$ cat src/rtl/regfile_pkg.sv
// regfile_pkg: shared widths, write-port select record and priority/conflict helpers
package regfile_pkg;
    localparam int DATA_W = 32;
    localparam int ADDR_W = 5;
    localparam int MAX_WR = 8;
    localparam int MAX_AW = 16;
    localparam int IDX_W  = $clog2(MAX_WR);

    typedef struct packed {
        logic             hit;
        logic [IDX_W-1:0] idx;
    } wr_sel_t;

    // Later ports overwrite earlier matches, so the highest-index enabled port wins.
    function automatic wr_sel_t f_wr_sel(input logic [MAX_WR-1:0] en,
                                         input logic [MAX_WR*MAX_AW-1:0] addr,
                                         input logic [MAX_AW-1:0] a);
        f_wr_sel = '0;
        for (int w = 0; w < MAX_WR; w++)
            if (en[w] && addr[w*MAX_AW +: MAX_AW] == a) begin
                f_wr_sel.hit = 1'b1;
                f_wr_sel.idx = IDX_W'(w);
            end
    endfunction

    function automatic logic f_conflict(input logic [MAX_WR-1:0] en,
                                        input logic [MAX_WR*MAX_AW-1:0] addr);
        f_conflict = 1'b0;
        for (int i = 0; i < MAX_WR; i++)
            for (int j = i + 1; j < MAX_WR; j++)
                if (en[i] && en[j] && addr[i*MAX_AW +: MAX_AW] == addr[j*MAX_AW +: MAX_AW])
                    f_conflict = 1'b1;
    endfunction
endpackage

$ cat src/rtl/regfile_wr_sel.sv
// regfile_wr_sel: priority select of the write port targeting one address
module regfile_wr_sel #(
    parameter int DATA_W = regfile_pkg::DATA_W,
    parameter int ADDR_W = regfile_pkg::ADDR_W,
    parameter int NUM_WR = 1
) (
    input  logic [NUM_WR-1:0]        wr_en,
    input  logic [NUM_WR*ADDR_W-1:0] wr_addr,
    input  logic [NUM_WR*DATA_W-1:0] wr_data,
    input  logic [ADDR_W-1:0]        addr,
    output logic                     hit,
    output logic [DATA_W-1:0]        data
);
    import regfile_pkg::*;

    logic [MAX_WR-1:0]        en_p;
    logic [MAX_WR*MAX_AW-1:0] addr_p;
    wr_sel_t                  sel;

    always_comb begin
        en_p   = '0;
        addr_p = '0;
        for (int w = 0; w < NUM_WR; w++) begin
            en_p[w]                     = wr_en[w];
            addr_p[w*MAX_AW +: MAX_AW]  = MAX_AW'(wr_addr[w*ADDR_W +: ADDR_W]);
        end
        sel  = f_wr_sel(en_p, addr_p, MAX_AW'(addr));
        hit  = sel.hit;
        data = wr_data[int'(sel.idx)*DATA_W +: DATA_W];
    end
endmodule

$ cat src/rtl/regfile_mp.sv
// regfile_mp: multi-port register file with optional bypass, zero register and error pulses
module regfile_mp #(
    parameter int DATA_W    = regfile_pkg::DATA_W,
    parameter int ADDR_W    = regfile_pkg::ADDR_W,
    parameter int NUM_RD    = 2,
    parameter int NUM_WR    = 1,
    parameter int BYPASS    = 1,
    parameter int RESET_IDX = 1
) (
    input  logic                     clk,
    input  logic                     rst_n,
    input  logic [NUM_RD*ADDR_W-1:0] rd_addr,
    output logic [NUM_RD*DATA_W-1:0] rd_data,
    input  logic [NUM_WR-1:0]        wr_en,
    input  logic [NUM_WR*ADDR_W-1:0] wr_addr,
    input  logic [NUM_WR*DATA_W-1:0] wr_data,
    output logic                     zero_wr_err,
    output logic                     wr_conflict
);
    import regfile_pkg::*;

    localparam int DEPTH = 2 ** ADDR_W;

    logic [DATA_W-1:0]        regs [DEPTH];
    logic [MAX_WR-1:0]        en_p;
    logic [MAX_WR*MAX_AW-1:0] addr_p;
    logic                     zero_hit;
    logic                     conflict;

    assign regs[0] = '0;

    for (genvar i = 1; i < DEPTH; i++) begin : g_reg
        logic              hit;
        logic [DATA_W-1:0] d;
        logic [DATA_W-1:0] q;
        regfile_wr_sel #(.DATA_W(DATA_W), .ADDR_W(ADDR_W), .NUM_WR(NUM_WR)) u_sel (
            .wr_en(wr_en), .wr_addr(wr_addr), .wr_data(wr_data),
            .addr(ADDR_W'(i)), .hit(hit), .data(d)
        );
        always_ff @(posedge clk or negedge rst_n)
            if (!rst_n) q <= RESET_IDX != 0 ? DATA_W'(i) : '0;
            else if (hit) q <= d;
        assign regs[i] = q;
    end

    for (genvar p = 0; p < NUM_RD; p++) begin : g_rd
        logic              hit;
        logic [DATA_W-1:0] d;
        logic [ADDR_W-1:0] a;
        assign a = rd_addr[p*ADDR_W +: ADDR_W];
        regfile_wr_sel #(.DATA_W(DATA_W), .ADDR_W(ADDR_W), .NUM_WR(NUM_WR)) u_byp (
            .wr_en(wr_en), .wr_addr(wr_addr), .wr_data(wr_data),
            .addr(a), .hit(hit), .data(d)
        );
        assign rd_data[p*DATA_W +: DATA_W] = a == '0 ? '0 : (BYPASS != 0 && hit) ? d : regs[a];
    end

    always_comb begin
        en_p     = '0;
        addr_p   = '0;
        zero_hit = 1'b0;
        for (int w = 0; w < NUM_WR; w++) begin
            en_p[w]                    = wr_en[w];
            addr_p[w*MAX_AW +: MAX_AW] = MAX_AW'(wr_addr[w*ADDR_W +: ADDR_W]);
            zero_hit                   = zero_hit | (wr_en[w] && wr_addr[w*ADDR_W +: ADDR_W] == '0);
        end
        conflict = f_conflict(en_p, addr_p);
    end

    always_ff @(posedge clk or negedge rst_n)
        if (!rst_n) begin
            zero_wr_err <= 1'b0;
            wr_conflict <= 1'b0;
        end else begin
            zero_wr_err <= zero_hit;
            wr_conflict <= conflict;
        end
endmodule
$ cat config.mk
export PLATFORM = sky130hd
export DESIGN_NAME = regfile_mp
export DESIGN_NICKNAME = d
export VERILOG_FILES = /design/src/rtl/regfile_pkg.sv /design/src/rtl/regfile_wr_sel.sv /design/src/rtl/regfile_mp.sv
export SDC_FILE = /design/constraint.sdc
export NUM_CORES = 2
export LEC_CHECK = 0
export ABC_CLOCK_PERIOD_IN_PS = 2150
export BUFFER_PORTS_ARGS = -buffer_cell sky130_fd_sc_hd__buf_4
export CAP_MARGIN = 20
export CORE_ASPECT_RATIO = 0.75
export CORE_MARGIN = 2
export CORE_UTILIZATION = 30
export CTS_CLUSTER_DIAMETER = 40
export CTS_CLUSTER_SIZE = 30
export DETAILED_ROUTE_END_ITERATION = 6
export SLEW_MARGIN = 5
export SYNTH_ARGS = -nofsm -noshare
export SYNTH_HDL_FRONTEND = slang
export SYNTH_SLANG_ARGS = --single-unit
$ cat constraint.sdc
create_clock -name clk -period 2.15 [get_ports clk]
set_clock_uncertainty 0.1 [all_clocks]
set_input_delay 0.1075 -clock clk [delete_from_list [all_inputs] [get_ports clk]]
set_output_delay 0.1075 -clock clk [all_outputs]
set_load 0.05 [all_outputs]
# Word-level counts from Yosys, hierarchy flattened
# Cells that the tools add are included.
[classes]
reduce_logical = 37
shift = 33
muxes = 43
bitwise_logic = 2
eq_ne = 33
magnitude_cmp = 2
[op_table]
columns = ["op", "count"]
rows = [
  ["$shiftx A32 B9 Y32", 33],
  ["$bmux W32 S5", 2],
  ["$mux W32", 8],
  ["$mux W4", 33],
  ["$eq A5 B5 Y1 const B", 16],
  ["$eq A5 B4 Y1 const B", 8],
  ["$logic_and A1 B1 Y1", 34],
  ["$eq A5 B3 Y1 const B", 4],
  ["$logic_not A5 Y1", 3],
  ["$ge A6 B6 Y1 const B", 2],
  ["$not A5 Y6", 2],
  ["$eq A5 B2 Y1 const B", 2],
  ["$eq A5 B5 Y1", 2],
  ["$eq A5 B1 Y1 const B", 1],
]
[totals]
wordCells = 182
input_bits = 50
out_inout_bits = 66
register_bits = 993

# Logic depth before layout (Yosys ltp)
[logic_depth]
depth_word = 6
ltp_mapped = 9

# Hierarchy
# From an unflattened synthesis, not the netlist that was laid out.
[unflattened]
cells_unflattened = 4871
area_unflattened_um2 = 63041.7
[by_module_without_submodules]
columns = ["mod", "area_per_inst_um2", "instances", "seq_area_each_um2", "cells_per_inst"]
rows = [
  ["regfile_mp", 53256.1, 1, 24948.9, 3584],
  ["regfile_wr_sel", 296.5, 33, 0.0, 39],
]

# Least setup slack after synthesis
# Ideal clock, no wire load.
[synth_path]
path_kind = "input -> output"
startpoint = "input rd_addr[5]"
endpoint = "output rd_data[61]"
arrival_time_ns = 3.050
required_ns = 1.942
path_slack_ns = -1.107
stages = 7
path_cell_list = "buf_2 -> buf_4 -> buf_2 -> buf_4 -> o211ai_1 -> mux2_2 -> o311ai_0"
[synth_via]
elab_chain_cells = 6
word_cells_on_any_way = 10
cone_classes = "eq/ne (1); mux (6); bitwise (1); reduce/logical (2)"
[synth_rtl]
columns = ["item", "line_no", "source"]
rows = [
  ["start: declaration", "regfile_mp.sv:12", "input logic [NUM_RD*ADDR_W-1:0] rd_addr,"],
  ["$not A5 Y6 (implied by the code)", "regfile_mp.sv:55", "assign rd_data[p*DATA_W +: DATA_W] = a == '0 ? '0 : (BYPASS != 0 && hit) ? d : regs[a];"],
  ["$bmux W32 S5", "regfile_mp.sv:55", ""],
  ["$mux W32 (implied by the code) (2 in series)", "regfile_mp.sv:55", ""],
  ["$mux W32", "regfile_mp.sv:55", ""],
  ["$mux W32 (*)", "regfile_mp.sv:55", ""],
  ["end: declaration", "regfile_mp.sv:13", "output logic [NUM_RD*DATA_W-1:0] rd_data,"],
]
# Mark *: on every way between the ends. The rest lies on a longest branch, timed or not. The select of a mux whose other input is x is not followed.

# Worst setup path in the final report
[layout_path]
startpoint = "register g_reg[26].q[22]"
endpoint = "output rd_data[54]"
[layout_via]
elab_chain_cells = 5
[layout_rtl]
columns = ["item", "line_no", "source"]
rows = [
  ["start: declaration", "regfile_mp.sv:35", "logic [DATA_W-1:0] q;"],
  ["start signal: assignment", "regfile_mp.sv:41", "if (!rst_n) q <= RESET_IDX != 0 ? DATA_W'(i) : '0;"],
  ["$bmux W32 S5", "regfile_mp.sv:55", ""],
  ["$mux W32 (implied by the code) (2 in series)", "regfile_mp.sv:55", ""],
  ["$mux W32 (2 in series)", "regfile_mp.sv:55", ""],
]
# Every way passes these cells. The select of a mux whose other input is x is not followed.

==> results.py <==
metrics = {
    "status": {
        "status": "complete, but fails checks",
        "failed_checks": "negative setup slack",
    },
    "power": {
        "power.switching_uw": 19000,
        "internal_power_uw": 48200,
        "max-vdd-ir-drop_uv": 930,
        "power_switching_share_pct": 28.3,
        "share_clk_of_total_power_pct": 40.3,
        "power_frac_seq_pct": 37.6,
        "power_density_nw_per_um2": 959,
        "p_leak_uw": 0.0293,
        "comb_power_share_pct": 22.1,
    },
    "worst_setup_path": {
        "critical_path.slowest_cell": "sky130_fd_sc_hd__mux4_2",
        "cp.arrival_ps": 2660,
        "crit_family": "multiplexers",
        "critical_path_class": "flip-flop to output pin",
        "cp_cell_sequence": "mux4_2 -> a22o_1 -> nor4_2 -> buf_4 -> a21oi_4 -> buf_6",
        "cp.required_ps": 1940,
        "start_kind": "flip-flop",
        "worst_path_largest_cell_delay_ps": 480,
        "critical_path.n_buffers_inverters": 2,
        "critPathCaptureType": "output pin",
        "cp_max_fo": 3,
    },
    "clock_network": {
        "clock_latency_ps": 780,
        "tritoncts_num_sinks": 993,
        "cts_inserted_buffers": 155,
        "number_of_buffers_on_the_longest_clock_path": 3,
        "cts_root_buffer": "sky130_fd_sc_hd__clkbuf_16",
        "tritoncts": "yes",
        "h-tree-depth": 4,
        "clk_transition_reported_paths_ps": 60,
    },
    "drt": {
        "drt_wl_total_um": 188000,
        "vias": 37054,
        "ant_nets": 0,
        "wire_per_inst_um": 28.6,
        "detail_route.drc_violations": 0,
        "detailedRoute.firstPassIterationCount": 5,
        "routed_via_density": 5.64,
        "starting_drc_count_in_detailed_routing": 3270,
    },
    "grt": {
        "gr-usage-all-layers_pct": 20.5,
        "global_route_wire_length_before_repair_um": 276000,
        "global_route.overflow_total": 0,
        "grt_max_degree": 88,
        "antenna_found_initial": 7,
        "via_count_of_the_first_global_routing_pass": 38501,
    },
    "synth": {
        "ys_warn_count": 0,
        "syn-mean-instance-area_sq_um": 14.8,
        "synth_edf_count": 0,
        "synth_top_area_share_pct": 42.6,
        "post_synth_main_area_contributors": "sky130_fd_sc_hd__dfrtp_1 (43%), sky130_fd_sc_hd__mux2_2 (23%), sky130_fd_sc_hd__mux4_2 (19%)",
        "synth_cells": 3622,
        "synth.cell_area_sq_um": 53600,
        "synthMostInstantiatedCell": "sky130_fd_sc_hd__mux2_2",
        "synthTopCellsByCount": "sky130_fd_sc_hd__mux2_2 (1,102), sky130_fd_sc_hd__dfrtp_1 (913), sky130_fd_sc_hd__mux4_2 (462), sky130_fd_sc_hd__clkbuf_1 (200), sky130_fd_sc_hd__buf_2 (132)",
        "synth_fp_nets": 3672,
        "seq_area_frac_synth_pct": 46.5,
        "dominantRegCellSynth": "sky130_fd_sc_hd__dfrtp_1",
        "ys_types": 46,
        "async_flop_share_pct": 100,
        "yosys_register_bits": 993,
        "synth_area_leader_cell": "sky130_fd_sc_hd__dfrtp_1",
    },
    "timing": {
        "max_clock_freq_mhz": 349,
        "report.final.slew_viol_count": 0,
        "tightestPinTransition_ps": 585,
        "unrepaired_setup_endpoints_after_global_routing": "yes",
        "maxSlewHeadroom_pct": 60.8,
        "period_needed_ps": 2860,
        "timing.final.ws_setup_ps": -713,
        "total_count_of_hold_check_failures_in_the_final_report": 0,
        "setup_viol": 64,
        "fin_crit_sh_pct": 133,
    },
    "floorplan": {
        "initial_utilization_pct": 30.2,
        "placeableCoreArea_sq_um": 178000,
        "die_w_um": 492,
        "dieArea_sq_um": 182000,
        "row_count": 134,
        "io-pin-count": 116,
        "die_h_um": 370,
    },
    "place": {
        "dpl-instance-area_sq_um": 62400,
        "dpl_worst_slack_ps": -450,
        "hpwl_um": 120000,
        "portBuffers": 114,
        "gp_routability_congestion": 0.849,
        "dpl.cell_count": 6231,
    },
    "final_layout": {
        "finalNonFillerCells": 6575,
        "flow.area_growth_from_synthesis_pct": 30.7,
        "nNetsFinal": 4109,
        "drive_gt1_share_pct": 67.4,
        "final_cell_area_sq_um": 70100,
        "total_of_fill_cells_in_the_finished_design": 16396,
    },
    "flow_run": {
        "timing.max_cap.violations": 0,
    },
    "hold_path": {
        "hold_path.class": "input pin to flip-flop",
    },
}
repair_timing:
item,CTS,global route
buffers inserted,28,8
setup endpoints to repair,64,64
hold buffers,38,0
resized for setup,267,52
pin swaps,117,53
hold endpoints to repair,1980,0
placed cells by master (no fill, tap or decap), drive strengths merged, types with 12 or more instances in the layout:
master / instances
clkbuf: 184
dfstp: 80
a21oi: 13
nor2: 89
inv: 36
nor4: 14
dfrtp: 913
o21ai: 57
dlygate4sd3: 37
clkinv: 38
a221oi: 81
buf: 650
nand2: 36
o22ai: 36
a22oi: 14
bufinv: 22
nor3: 111
mux4: 462
a22o: 22
clkinvlp: 12
nor2b: 39
a211oi: 38
a31oi: 19
mux2: 1118
worst paths after layout:
check	start	to	slack, ps	cells past startpoint
setup / recovery	g_reg[26].q[22]	rd_data[54]	-710	6
min in group asynchronous	rst_n	g_reg[13].q[31]	80	3
max in group asynchronous	rst_n	g_reg[26].q[4]	1310	4
hold reg to reg	g_reg[14].q[24]	g_reg[14].q[24]	410	1
hold / removal	wr_addr[4]	g_reg[19].q[29]	60	6
setup reg to reg	g_reg[28].q[15]	g_reg[28].q[15]	1020	3
metal layers:
metal | wire length, um | track usage, %
met2 | 87700 | 32.3
met4 | 8130 | 8.72
met5 | 7 | 0
met3 | 12600 | 3.86
met1 | 79300 | 27.8
area by class of cell:
cell class	instances	area, sq um	area share (%)
clock inverter	105	1440	2.06
timing repair buffer	687	7730	11.0
clock buffer	184	4190	5.98
tap	2380	2980	4.25
antenna	4	10.0	0.0143
multi-input combinational	2219	28800	41.1
inverter	3	11.3	0.0161
sequential	993	24900	35.6
registers in the layout, summed over array words and instances, names as in the netlist:
| signal | flops |
|---|---|
| zero_wr_err | 1 |
| g.q | 992 |
through the flow:
| step | TNS, ps | total power, uW | hold slack, ps | utilization (%) |
|---|---|---|---|---|
| finish | -35670 | 67200 | 55.3 | 39.4 |
| global route | -40850 | 69700 | 47.1 | 39.4 |
| CTS | -38420 | 67300 | 8.90 | 39.2 |
| detailed placement | -15360 | 39200 | -29.5 | 35.1 |
| global placement | -15480 | 38700 | -24.9 | 35.1 |
| floorplan | -3870 | 34300 | -288 | - |
cell families (layout without fill, tap and decap cells):
group           after synthesis  after routing  synth area share, %
compound gates              297            297                 3.98
xor+xnor                     10             10                0.163
buf+inv                     410            979                 3.38
flops                       993            993                 46.5
mux                        1591           1591                 43.1
other cells                   1              5              0.00699
simple gates                320            320                 2.89
power groups by stage:
stage / registers, uW / clock network (uW) / logic [uW]
after global placement: 25300 / 0 / 13400
after detailed placement: 25500 / 0 / 13700
after global routing: 25800 / 28300 / 15700
after CTS: 25200 / 27500 / 14700
final: 25300 / 27100 / 14800
after floorplan: 24500 / 0 / 9800
worst min-delay path: cells and delay by family:
kind                   cells  cell delay (ps)
AND/OR/NAND/NOR            2              170
buffers and inverters      3              420
multiplexers               1              200
Power figures use the tool's default switching activity.
